$ cat config.mk
export PLATFORM = sky130hd
export DESIGN_NAME = multicycle_ctrl_fsm_flat
export DESIGN_NICKNAME = d
export VERILOG_FILES = /design/src/rtl/mcyc_ctrl_pkg.sv /design/src/rtl/multicycle_ctrl_fsm_if.sv /design/src/rtl/mcyc_ctrl_decode.sv /design/src/rtl/multicycle_ctrl_fsm.sv /design/src/flat_wrapper.sv
export SDC_FILE = /design/constraint.sdc
export NUM_CORES = 1
export LEC_CHECK = 0
export CAP_MARGIN = 10
export CORE_MARGIN = 2
export CORE_UTILIZATION = 48
export CTS_BUF_LIST = sky130_fd_sc_hd__clkbuf_8
export CTS_CLUSTER_DIAMETER = 40
export DETAILED_ROUTE_END_ITERATION = 12
export GPL_TIMING_DRIVEN = 0
export PLACE_DENSITY = 0.82
export SLEW_MARGIN = 30
export SYNTH_ARGS = -nofsm -noshare
export SYNTH_HDL_FRONTEND = slang
export SYNTH_SLANG_ARGS = --single-unit
$ cat constraint.sdc
create_clock -name clk_i -period 1.8 [get_ports clk_i]
set_input_delay 0.36 -clock clk_i [delete_from_list [all_inputs] [get_ports clk_i]]
set_output_delay 0.36 -clock clk_i [all_outputs]
set_load 0.005 [all_outputs]
$ cat src/rtl/mcyc_ctrl_pkg.sv
// mcyc_ctrl_pkg: shared types for the multi-cycle MIPS-subset control FSM.
// Holds the state enum, opcode/funct constants, the datapath select encodings,
// the control-word struct and the DECODE-state dispatch function.
package mcyc_ctrl_pkg;

    typedef enum logic [4:0] {
        IDLE, FETCH, DECODE, MEM_ADDR, MEM_RD, MEM_WB, MEM_WR, EXEC_R, R_WB,
        EXEC_I, I_WB, BRANCH, JUMP, JAL, JR, ILLEGAL, BUS_ERR
    } state_t;

    localparam logic [5:0] OP_RTYPE = 6'h00;
    localparam logic [5:0] OP_J     = 6'h02;
    localparam logic [5:0] OP_JAL   = 6'h03;
    localparam logic [5:0] OP_BEQ   = 6'h04;
    localparam logic [5:0] OP_BNE   = 6'h05;
    localparam logic [5:0] OP_ADDI  = 6'h08;
    localparam logic [5:0] OP_SLTI  = 6'h0A;
    localparam logic [5:0] OP_LW    = 6'h23;
    localparam logic [5:0] OP_SW    = 6'h2B;
    localparam logic [5:0] FN_JR    = 6'h08;

    typedef enum logic [2:0] {ALU_ADD = 3'b000, ALU_SUB = 3'b001, ALU_RTYPE = 3'b010, ALU_SLT = 3'b011} alu_op_t;
    typedef enum logic [1:0] {PCS_ALU, PCS_ALUOUT, PCS_JUMP, PCS_RS} pc_src_t;
    typedef enum logic [1:0] {SRCB_B, SRCB_FOUR, SRCB_IMM, SRCB_IMM_SH2} src_b_t;
    typedef enum logic [1:0] {RD_RT, RD_RD, RD_R31} reg_dst_t;
    typedef enum logic [1:0] {M2R_ALUOUT, M2R_MDR, M2R_PC} mem_to_reg_t;

    typedef struct packed {
        logic        pc_write;
        logic        pc_write_cond;
        logic        branch_ne;
        pc_src_t     pc_source;
        logic        iord;
        logic        mem_read;
        logic        mem_write;
        logic        ir_write;
        reg_dst_t    reg_dst;
        mem_to_reg_t mem_to_reg;
        logic        reg_write;
        logic        alu_src_a;
        src_b_t      alu_src_b;
        alu_op_t     alu_op;
        logic        retired;
        logic        illegal;
        logic        bus_err;
    } ctrl_t;

    function automatic state_t decode_next(input logic [5:0] op, input logic [5:0] fn);
        case (op)
            OP_RTYPE:        return (fn == FN_JR) ? JR : EXEC_R;
            OP_LW, OP_SW:    return MEM_ADDR;
            OP_ADDI, OP_SLTI: return EXEC_I;
            OP_BEQ, OP_BNE:  return BRANCH;
            OP_J:            return JUMP;
            OP_JAL:          return JAL;
            default:         return ILLEGAL;
        endcase
    endfunction

endpackage

$ cat src/rtl/multicycle_ctrl_fsm_if.sv
// multicycle_ctrl_fsm_if: bundle between the control FSM and the datapath.
// master (controller): takes run/opcode/funct/mem_ready, drives all selects,
// enables, ALU-op and the retired/illegal/bus_err status pulses.
// slave (datapath): the mirror view.
interface multicycle_ctrl_fsm_if;
    logic       run_i;
    logic [5:0] opcode_i;
    logic [5:0] funct_i;
    logic       mem_ready_i;
    logic       pc_write_o;
    logic       pc_write_cond_o;
    logic       branch_ne_o;
    logic [1:0] pc_source_o;
    logic       iord_o;
    logic       mem_read_o;
    logic       mem_write_o;
    logic       ir_write_o;
    logic [1:0] reg_dst_o;
    logic [1:0] mem_to_reg_o;
    logic       reg_write_o;
    logic       alu_src_a_o;
    logic [1:0] alu_src_b_o;
    logic [2:0] alu_op_o;
    logic       retired_o;
    logic       illegal_o;
    logic       bus_err_o;

    modport master (
        input  run_i, opcode_i, funct_i, mem_ready_i,
        output pc_write_o, pc_write_cond_o, branch_ne_o, pc_source_o, iord_o,
               mem_read_o, mem_write_o, ir_write_o, reg_dst_o, mem_to_reg_o,
               reg_write_o, alu_src_a_o, alu_src_b_o, alu_op_o, retired_o,
               illegal_o, bus_err_o
    );

    modport slave (
        output run_i, opcode_i, funct_i, mem_ready_i,
        input  pc_write_o, pc_write_cond_o, branch_ne_o, pc_source_o, iord_o,
               mem_read_o, mem_write_o, ir_write_o, reg_dst_o, mem_to_reg_o,
               reg_write_o, alu_src_a_o, alu_src_b_o, alu_op_o, retired_o,
               illegal_o, bus_err_o
    );
endinterface

$ cat src/rtl/mcyc_ctrl_decode.sv
// mcyc_ctrl_decode: combinational state -> control-word decode.
// Ports: state_i (current FSM state), opcode_i (IR opcode, picks ADD/SLT and
// beq/bne), mem_ready_i (gates the fetch loads and the sw retire), ctrl_o.
module mcyc_ctrl_decode
    import mcyc_ctrl_pkg::*;
(
    input  state_t     state_i,
    input  logic [5:0] opcode_i,
    input  logic       mem_ready_i,
    output ctrl_t      ctrl_o
);
    always_comb begin
        ctrl_o = '0;
        case (state_i)
            FETCH: begin
                ctrl_o.mem_read  = 1'b1;
                ctrl_o.alu_src_b = SRCB_FOUR;
                // IR and PC+4 are only committed once the read data is valid
                ctrl_o.ir_write  = mem_ready_i;
                ctrl_o.pc_write  = mem_ready_i;
            end
            DECODE: ctrl_o.alu_src_b = SRCB_IMM_SH2;
            MEM_ADDR: begin
                ctrl_o.alu_src_a = 1'b1;
                ctrl_o.alu_src_b = SRCB_IMM;
            end
            MEM_RD: begin
                ctrl_o.iord     = 1'b1;
                ctrl_o.mem_read = 1'b1;
            end
            MEM_WB: begin
                ctrl_o.mem_to_reg = M2R_MDR;
                ctrl_o.reg_write  = 1'b1;
                ctrl_o.retired    = 1'b1;
            end
            MEM_WR: begin
                ctrl_o.iord      = 1'b1;
                ctrl_o.mem_write = 1'b1;
                ctrl_o.retired   = mem_ready_i;
            end
            EXEC_R: begin
                ctrl_o.alu_src_a = 1'b1;
                ctrl_o.alu_op    = ALU_RTYPE;
            end
            R_WB: begin
                ctrl_o.reg_dst   = RD_RD;
                ctrl_o.reg_write = 1'b1;
                ctrl_o.retired   = 1'b1;
            end
            EXEC_I: begin
                ctrl_o.alu_src_a = 1'b1;
                ctrl_o.alu_src_b = SRCB_IMM;
                ctrl_o.alu_op    = (opcode_i == OP_SLTI) ? ALU_SLT : ALU_ADD;
            end
            I_WB: begin
                ctrl_o.reg_write = 1'b1;
                ctrl_o.retired   = 1'b1;
            end
            BRANCH: begin
                ctrl_o.alu_src_a     = 1'b1;
                ctrl_o.alu_op        = ALU_SUB;
                ctrl_o.pc_write_cond = 1'b1;
                ctrl_o.pc_source     = PCS_ALUOUT;
                ctrl_o.branch_ne     = (opcode_i == OP_BNE);
                ctrl_o.retired       = 1'b1;
            end
            JUMP: begin
                ctrl_o.pc_source = PCS_JUMP;
                ctrl_o.pc_write  = 1'b1;
                ctrl_o.retired   = 1'b1;
            end
            JAL: begin
                // link value is the current PC, already advanced to PC+4 in FETCH
                ctrl_o.pc_source  = PCS_JUMP;
                ctrl_o.pc_write   = 1'b1;
                ctrl_o.reg_dst    = RD_R31;
                ctrl_o.mem_to_reg = M2R_PC;
                ctrl_o.reg_write  = 1'b1;
                ctrl_o.retired    = 1'b1;
            end
            JR: begin
                ctrl_o.pc_source = PCS_RS;
                ctrl_o.pc_write  = 1'b1;
                ctrl_o.retired   = 1'b1;
            end
            ILLEGAL: ctrl_o.illegal = 1'b1;
            BUS_ERR: ctrl_o.bus_err = 1'b1;
            default: ;
        endcase
    end
endmodule

$ cat src/rtl/multicycle_ctrl_fsm.sv
// multicycle_ctrl_fsm: Moore control FSM for the multi-cycle MIPS-subset datapath.
// Ports: clk_i (rising-edge clock), rst_i (async active-high reset),
// bus (master view of multicycle_ctrl_fsm_if: run/opcode/funct/mem_ready in,
// datapath controls and status pulses out). TIMEOUT: memory wait limit (2..255).
module multicycle_ctrl_fsm
    import mcyc_ctrl_pkg::*;
#(
    parameter int TIMEOUT = 16
) (
    input  logic                  clk_i,
    input  logic                  rst_i,
    multicycle_ctrl_fsm_if.master bus
);
    state_t     state_q, state_d, done_st, wait_st;
    logic [7:0] cnt_q, cnt_d;
    logic       timeout;
    ctrl_t      c;

    assign timeout = (cnt_q == 8'(TIMEOUT - 1));
    assign done_st = bus.run_i ? FETCH : IDLE;
    // memory states: ready wins, otherwise abort once the budget is spent
    assign wait_st = timeout ? BUS_ERR : state_q;

    always_comb begin
        state_d = state_q;
        case (state_q)
            IDLE:     state_d = bus.run_i ? FETCH : IDLE;
            FETCH:    state_d = bus.mem_ready_i ? DECODE : wait_st;
            DECODE:   state_d = decode_next(bus.opcode_i, bus.funct_i);
            MEM_ADDR: state_d = (bus.opcode_i == OP_SW) ? MEM_WR : MEM_RD;
            MEM_RD:   state_d = bus.mem_ready_i ? MEM_WB : wait_st;
            MEM_WR:   state_d = bus.mem_ready_i ? done_st : wait_st;
            EXEC_R:   state_d = R_WB;
            EXEC_I:   state_d = I_WB;
            MEM_WB, R_WB, I_WB, BRANCH, JUMP, JAL, JR: state_d = done_st;
            default:  state_d = IDLE;
        endcase
    end

    // counts only while parked in a memory state; any state change clears it
    always_comb begin
        cnt_d = '0;
        if (state_q inside {FETCH, MEM_RD, MEM_WR} && state_d == state_q)
            cnt_d = cnt_q + 8'd1;
    end

    always_ff @(posedge clk_i or posedge rst_i) begin
        if (rst_i) begin
            state_q <= IDLE;
            cnt_q   <= '0;
        end else begin
            state_q <= state_d;
            cnt_q   <= cnt_d;
        end
    end

    mcyc_ctrl_decode u_decode (
        .state_i     (state_q),
        .opcode_i    (bus.opcode_i),
        .mem_ready_i (bus.mem_ready_i),
        .ctrl_o      (c)
    );

    assign bus.pc_write_o      = c.pc_write;
    assign bus.pc_write_cond_o = c.pc_write_cond;
    assign bus.branch_ne_o     = c.branch_ne;
    assign bus.pc_source_o     = c.pc_source;
    assign bus.iord_o          = c.iord;
    assign bus.mem_read_o      = c.mem_read;
    assign bus.mem_write_o     = c.mem_write;
    assign bus.ir_write_o      = c.ir_write;
    assign bus.reg_dst_o       = c.reg_dst;
    assign bus.mem_to_reg_o    = c.mem_to_reg;
    assign bus.reg_write_o     = c.reg_write;
    assign bus.alu_src_a_o     = c.alu_src_a;
    assign bus.alu_src_b_o     = c.alu_src_b;
    assign bus.alu_op_o        = c.alu_op;
    assign bus.retired_o       = c.retired;
    assign bus.illegal_o       = c.illegal;
    assign bus.bus_err_o       = c.bus_err;
endmodule

$ cat src/flat_wrapper.sv
// flat-port wrapper written by rule: the top's interface ports become plain ports
module multicycle_ctrl_fsm_flat import mcyc_ctrl_pkg::*;
#(
    parameter int TIMEOUT = 16
)
  (clk_i, rst_i, bus_run_i, bus_opcode_i, bus_funct_i, bus_mem_ready_i, bus_pc_write_o, bus_pc_write_cond_o, bus_branch_ne_o, bus_pc_source_o, bus_iord_o, bus_mem_read_o, bus_mem_write_o, bus_ir_write_o, bus_reg_dst_o, bus_mem_to_reg_o, bus_reg_write_o, bus_alu_src_a_o, bus_alu_src_b_o, bus_alu_op_o, bus_retired_o, bus_illegal_o, bus_bus_err_o);
  multicycle_ctrl_fsm_if bus_i ();
  input  logic clk_i;
  input  logic rst_i;
  input wire logic [$bits(bus_i.run_i)-1:0] bus_run_i;
  input wire logic [$bits(bus_i.opcode_i)-1:0] bus_opcode_i;
  input wire logic [$bits(bus_i.funct_i)-1:0] bus_funct_i;
  input wire logic [$bits(bus_i.mem_ready_i)-1:0] bus_mem_ready_i;
  output wire logic [$bits(bus_i.pc_write_o)-1:0] bus_pc_write_o;
  output wire logic [$bits(bus_i.pc_write_cond_o)-1:0] bus_pc_write_cond_o;
  output wire logic [$bits(bus_i.branch_ne_o)-1:0] bus_branch_ne_o;
  output wire logic [$bits(bus_i.pc_source_o)-1:0] bus_pc_source_o;
  output wire logic [$bits(bus_i.iord_o)-1:0] bus_iord_o;
  output wire logic [$bits(bus_i.mem_read_o)-1:0] bus_mem_read_o;
  output wire logic [$bits(bus_i.mem_write_o)-1:0] bus_mem_write_o;
  output wire logic [$bits(bus_i.ir_write_o)-1:0] bus_ir_write_o;
  output wire logic [$bits(bus_i.reg_dst_o)-1:0] bus_reg_dst_o;
  output wire logic [$bits(bus_i.mem_to_reg_o)-1:0] bus_mem_to_reg_o;
  output wire logic [$bits(bus_i.reg_write_o)-1:0] bus_reg_write_o;
  output wire logic [$bits(bus_i.alu_src_a_o)-1:0] bus_alu_src_a_o;
  output wire logic [$bits(bus_i.alu_src_b_o)-1:0] bus_alu_src_b_o;
  output wire logic [$bits(bus_i.alu_op_o)-1:0] bus_alu_op_o;
  output wire logic [$bits(bus_i.retired_o)-1:0] bus_retired_o;
  output wire logic [$bits(bus_i.illegal_o)-1:0] bus_illegal_o;
  output wire logic [$bits(bus_i.bus_err_o)-1:0] bus_bus_err_o;
  assign bus_i.run_i = bus_run_i;
  assign bus_i.opcode_i = bus_opcode_i;
  assign bus_i.funct_i = bus_funct_i;
  assign bus_i.mem_ready_i = bus_mem_ready_i;
  assign bus_pc_write_o = bus_i.pc_write_o;
  assign bus_pc_write_cond_o = bus_i.pc_write_cond_o;
  assign bus_branch_ne_o = bus_i.branch_ne_o;
  assign bus_pc_source_o = bus_i.pc_source_o;
  assign bus_iord_o = bus_i.iord_o;
  assign bus_mem_read_o = bus_i.mem_read_o;
  assign bus_mem_write_o = bus_i.mem_write_o;
  assign bus_ir_write_o = bus_i.ir_write_o;
  assign bus_reg_dst_o = bus_i.reg_dst_o;
  assign bus_mem_to_reg_o = bus_i.mem_to_reg_o;
  assign bus_reg_write_o = bus_i.reg_write_o;
  assign bus_alu_src_a_o = bus_i.alu_src_a_o;
  assign bus_alu_src_b_o = bus_i.alu_src_b_o;
  assign bus_alu_op_o = bus_i.alu_op_o;
  assign bus_retired_o = bus_i.retired_o;
  assign bus_illegal_o = bus_i.illegal_o;
  assign bus_bus_err_o = bus_i.bus_err_o;
  multicycle_ctrl_fsm #(.TIMEOUT(TIMEOUT)) u_core (.clk_i(clk_i), .rst_i(rst_i), .bus(bus_i));
endmodule
==> results of run 1 <==
==> metrics by stage <==
stage                     area, um^2  setup TNS [ns]  hold slack (ns)  setup slack [ns]
after detailed placement        1650          -10.11            0.460            -0.638
after global placement          1650           -9.11            0.444            -0.626
after CTS                       2150           -1.02            0.449            -0.113
after floorplan                 1250               0            0.237             0.174
==> metal layers <==
metal | GRT overflow | GRT usage (%)
met2 | 45 | 100
met4 | 29 | 95.1
met3 | 0 | 59.1
met5 | 0 | 18.8
met1 | 0 | 76.1
==> what timing repair did <==
item / CTS
pin swaps: 34
gates resized for setup: 151
endpoints found under the setup margin: 31
setup buffers: 38
==> cell families after synthesis <==
group | share of synthesized area [%]
AOI/OAI and AO/OA | 18.3
xor gates and xnor gates | 5.62
adders and majority gates | 1.00
buffers and inverters | 9.24
DFF | 26.1
muxes | 0.803
other | 0.301
and+or+nand+nor | 38.7
==> flow_summary_export.csv, run 1 <==
group,metric,value,unit
status,outcome,"did not finish",
yosys,syn-cell-area,1250,um^2
cts,cts_buffers,3,
yosys,synth_commonest_cells,"nor2_1, nand2_1, dfrtp_1",
yosys,synthMostInstantiatedCell,"nor2_1",
yosys,yosysTopAreaCell,"dfrtp_1",
yosys,postSynthCellCount,156,
place,gp_congestion,0.869,
die,ios,39,
grt,grt_max_degree,14,
place,dp_cells,223,
yosys,syn_area_per_cell,7.99,um^2
grt,grt-ovfl-total,74,
yosys,yosysWarningCount,0,
place,hpwl,2.64,mm
die,start_util,50.3,%
grt,grtUsageTotal,80.5,%
status,failing_step,"global routing (5_1_grt)",
yosys,synth_edf_count,0,
yosys,ys.flop_type,"dfrtp_1",
sta,worst-ep-kind,"output port",
yosys,synth_seq_cells,13,
yosys,synth_cell_type_count,46,
sta,worst_endpoint,"bus_bus_err_o",
die,die_y,55.0,um
yosys,synth_top_cell_area_share,26.1,%
die,dieWidth,55.0,um
cts,ctsLongestPathBuffers,2,
yosys,ys_top_cells_by_area,"dfrtp_1, nor2_1, nand2_1",
die,num_rows,18,
yosys,async_flop_share,100,%
cts,clkSinkCount,13,
place,portBuffers,37,
cts,h-tree-depth,1,
status,error,"[ERROR GRT-0232] Routing congestion too high. Check the congestion heatmap in the GUI.",
cts,cts_root_buf,"clkbuf_8",
yosys,ys_seq_area_share,26.1,%
cts,postCtsHoldBufs,0,
yosys,syn_nets,173,
==> run 2: changes to the inputs <==
- CORE_AREA: not set -> 2 2 63 65
- CORE_MARGIN: 2 -> not set
- CORE_UTILIZATION: 48 -> not set
- CTS_BUF_LIST: sky130_fd_sc_hd__clkbuf_8 -> not set
- CTS_CLUSTER_DIAMETER: 40 -> not set
- DIE_AREA: not set -> 0 0 65 67
- PLACE_DENSITY: 0.82 -> not set
- PLACE_DENSITY_LB_ADDON: not set -> 0.15
==> flow_summary_export.csv, run 2 <==
group,metric,value,unit
detailed_routing,num_vias,1532,
final_layout,n_fill_cell,301,
worst_setup_path,cp.depth,8,
final_layout,drive_gt1_share,52.5,%
power,ir_worst_vdd,0.664,mV
place,gp_congestion,0.824,
die,die_y,67,um
place,hpwl,2.48,mm
power,p_leak,1.06,nW
die,coreArea,3610,um^2
final_layout,reg_top3,"u_core.cnt_q: 8 flops, u_core.state_q: 5 flops",
final_layout,multi_input_area,1040,um^2
worst_setup_path,cp_data_arrival_time,2.06,ns
flow_run,max_cap_viol_count,0,
worst_setup_path,cpMostUsedCell,"nand3b_1",
detailed_routing,dr.pass1.iters,4,
power,powerDensity,1270,nW/um^2
worst_setup_path,crit_fanout,8,
detailed_routing,wl,4.69,mm
sta,hold_viol,0,
final_layout,largest_register_ffs,8,
cts,ctsLongestPathBuffers,2,
grt,grt_max_degree,14,
worst_setup_path,worstSetupPathType,"reg2reg",
yosys,ys_seq_area_share,26.1,%
worst_setup_path,cp_slowest_cell,"dfrtp_2",
sta,drv_slew,0,
final_layout,diodes,0,
place,portBuffers,37,
yosys,ys.flop_type,"dfrtp_1",
worst_setup_path,startpoint_type,"register",
yosys,synth_edf_count,0,
worst_setup_path,rr_worst_depth,8,
worst_setup_path,critical_path.max_stage_delay,0.42,ns
detailed_routing,viasPerCell,5.28,
yosys,synthMostInstantiatedCell,"nor2_1",
grt,grt_pass1_wl,7.46,mm
status,violations,"setup timing",
final_layout,stdcell_count,290,
sta,timing.final.crit_share,108,%
die,num_rows,22,
sta,rsz0062_at_grt,"true",
grt,grt_antenna_before_repair,0,
yosys,synth_cell_type_count,46,
worst_hold_path,hp-class,"in2async",
cts,h-tree-depth,1,
detailed_routing,drt-initial-drc-count,99,
place,dp_cells,241,
yosys,async_flop_share,100,%
sta,max_slew_margin,67.3,%
sta,layout_min_cycle_time,1.95,ns
yosys,synth_fa_ha_area_share,1.00,%
yosys,synth_top_cell_area_share,26.1,%
cts,clk_pin_slew,0.05,ns
worst_setup_path,crit_buf_inv,3,
final_layout,area.sequential,328,um^2
final_layout,mostFrequentLayoutCell,"buf_4",
die,ios,39,
final_layout,final_cell_area,2330,um^2
sta,fmax,514,MHz
yosys,synth_seq_cells,13,
cts,cts_root_buf,"clkbuf_8",
sta,setup_ws,-0.147,ns
cts,clkSinkCount,13,
final_layout,fin_nets,260,
detailed_routing,final_antenna_net_count,0,
cts,clk-insertion-delay-late,0.24,ns
final_layout,area_delta_synth_final,87.0,%
grt,grt-ovfl-total,0,
grt,grt_pass1_vias,1551,
yosys,synthXorXnorAreaFrac,5.62,%
worst_setup_path,critPathCaptureType,"register",
worst_setup_path,crit_chain,"buf_8 -> buf_6 -> nand3b_1 -> buf_4 -> o211ai_1 -> nand3b_1 -> a31oi_4 -> nor4_1",
die,dieWidth,65,um
place,dpl_cell_area,1680,um^2
yosys,yosysWarningCount,0,
sta,tightestPinTransition,0.478,ns
cts,cts_tree,"built",
status,outcome,"finished, violations left",
yosys,syn_nets,173,
cts,cts_buffers,3,
sta,fin_skew,0.000508,ns
yosys,synth_commonest_cells,"nor2_1, nand2_1, dfrtp_1",
die,start_util,34.6,%
final_layout,top_register,"u_core.cnt_q",
detailed_routing,drt-wirelength-per-cell,16.2,um
worst_setup_path,worstPathRequired,1.91,ns
die,die_area,4360,um^2
yosys,yosys.area_share.simple,38.7,%
yosys,ys_top_cells_by_area,"dfrtp_1, nor2_1, nand2_1",
yosys,postSynthCellCount,156,
detailed_routing,drcViolationCount,0,
yosys,muxShareOfSynthArea,0.803,%
sta,setup_viol,18,
yosys,synth_compound_area_share,18.3,%
yosys,yosysTopAreaCell,"dfrtp_1",
worst_setup_path,cp_top_family,"simple AND/OR/NAND/NOR gates",
grt,grtUsageTotal,22.4,%
yosys,synth_top_family_by_area,"simple AND/OR/NAND/NOR gates",
yosys,syn-cell-area,1250,um^2
final_layout,layout_common_cells,"buf_4, buf_6, nand2_1, nor2_1, buf_2",
cts,postCtsHoldBufs,0,
yosys,syn_area_per_cell,7.99,um^2
-- run 2: cell counts after synthesis --
Identical to the previous run, type by type.
-- run 2: worst paths after layout --
path,slack [ns],endpoint,from
worst max-delay path,-0.15,u_core.cnt_q[6],u_core.state_q[1]
worst min-delay path,0.44,u_core.cnt_q[1],rst_i
worst max register to register,-0.15,u_core.cnt_q[6],u_core.state_q[1]
worst min register to register,0.48,u_core.cnt_q[0],u_core.cnt_q[0]
max in group asynchronous,1.00,u_core.state_q[3],rst_i
min in group clk_i,0.48,u_core.cnt_q[0],u_core.cnt_q[0]
-- run 2: worst register-to-register path: stages (launching register included) --
cell and delay (ns):
dfrtp_2 0.42, buf_8 0.14, buf_6 0.12, nand3b_1 0.19, buf_4 0.17, o211ai_1 0.15
nand3b_1 0.20, a31oi_4 0.33, nor4_1 0.10
-- run 2: repair_timing --
action / CTS / global route
endpoints found under the hold margin: 0 / 0
buffers inserted: 33 / 14
pin swaps: 18 / 12
setup endpoints to repair: 31 / 31
resized for setup: 144 / 34
-- run 2: kinds of logic (layout without fill, tap and decap cells) --
logic type,Yosys count,in the layout
AND/OR/NAND/NOR,88,88
AO/OA/AOI/OAI,29,29
buffers and inverters,15,101
flip-flops,13,13
XOR/XNOR,8,8
adder cells (fa/ha/maj),1,1
other,1,1
multiplexers,1,1
-- run 2: power breakdown --
part           switching, mW  leakage (nW)  total (mW)  internal, mW
clock                 0.0986        0.0228       0.255         0.156
sequential            0.0479         0.174       0.392         0.344
combinational           1.05         0.861        2.31          1.26
-- run 2: final cells by class --
type,instances,share of cell area (%)
tap,48,2.58
clock buffer,4,1.93
multi-input combinational,128,44.4
sequential,13,14.1
timing repair buffer,83,29.9
buffer,10,6.44
inverter,4,0.644
-- run 2: per-stage QoR --
stage	util [%]	hold slack, ns	TNS [ns]	power [mW]	setup WS (ns)
global placement	46.5	0.445	-9.75	1.64	-0.627
finish	64.6	0.442	-1.75	2.96	-0.147
detailed placement	46.5	0.449	-9.98	1.65	-0.644
global route	64.6	0.482	-3.15	3.14	-0.221
floorplan	-	0.237	0	1.20	0.174
CTS	60.0	0.456	-1.31	2.65	-0.142
-- run 2: per-layer routing --
layer	track usage, %	part of all wire [%]
met1	25.6	40
met2	40.1	51
met3	5.41	4.4
met4	8.51	3.6
met5	0	0
(Power assumes the default switching activity.)
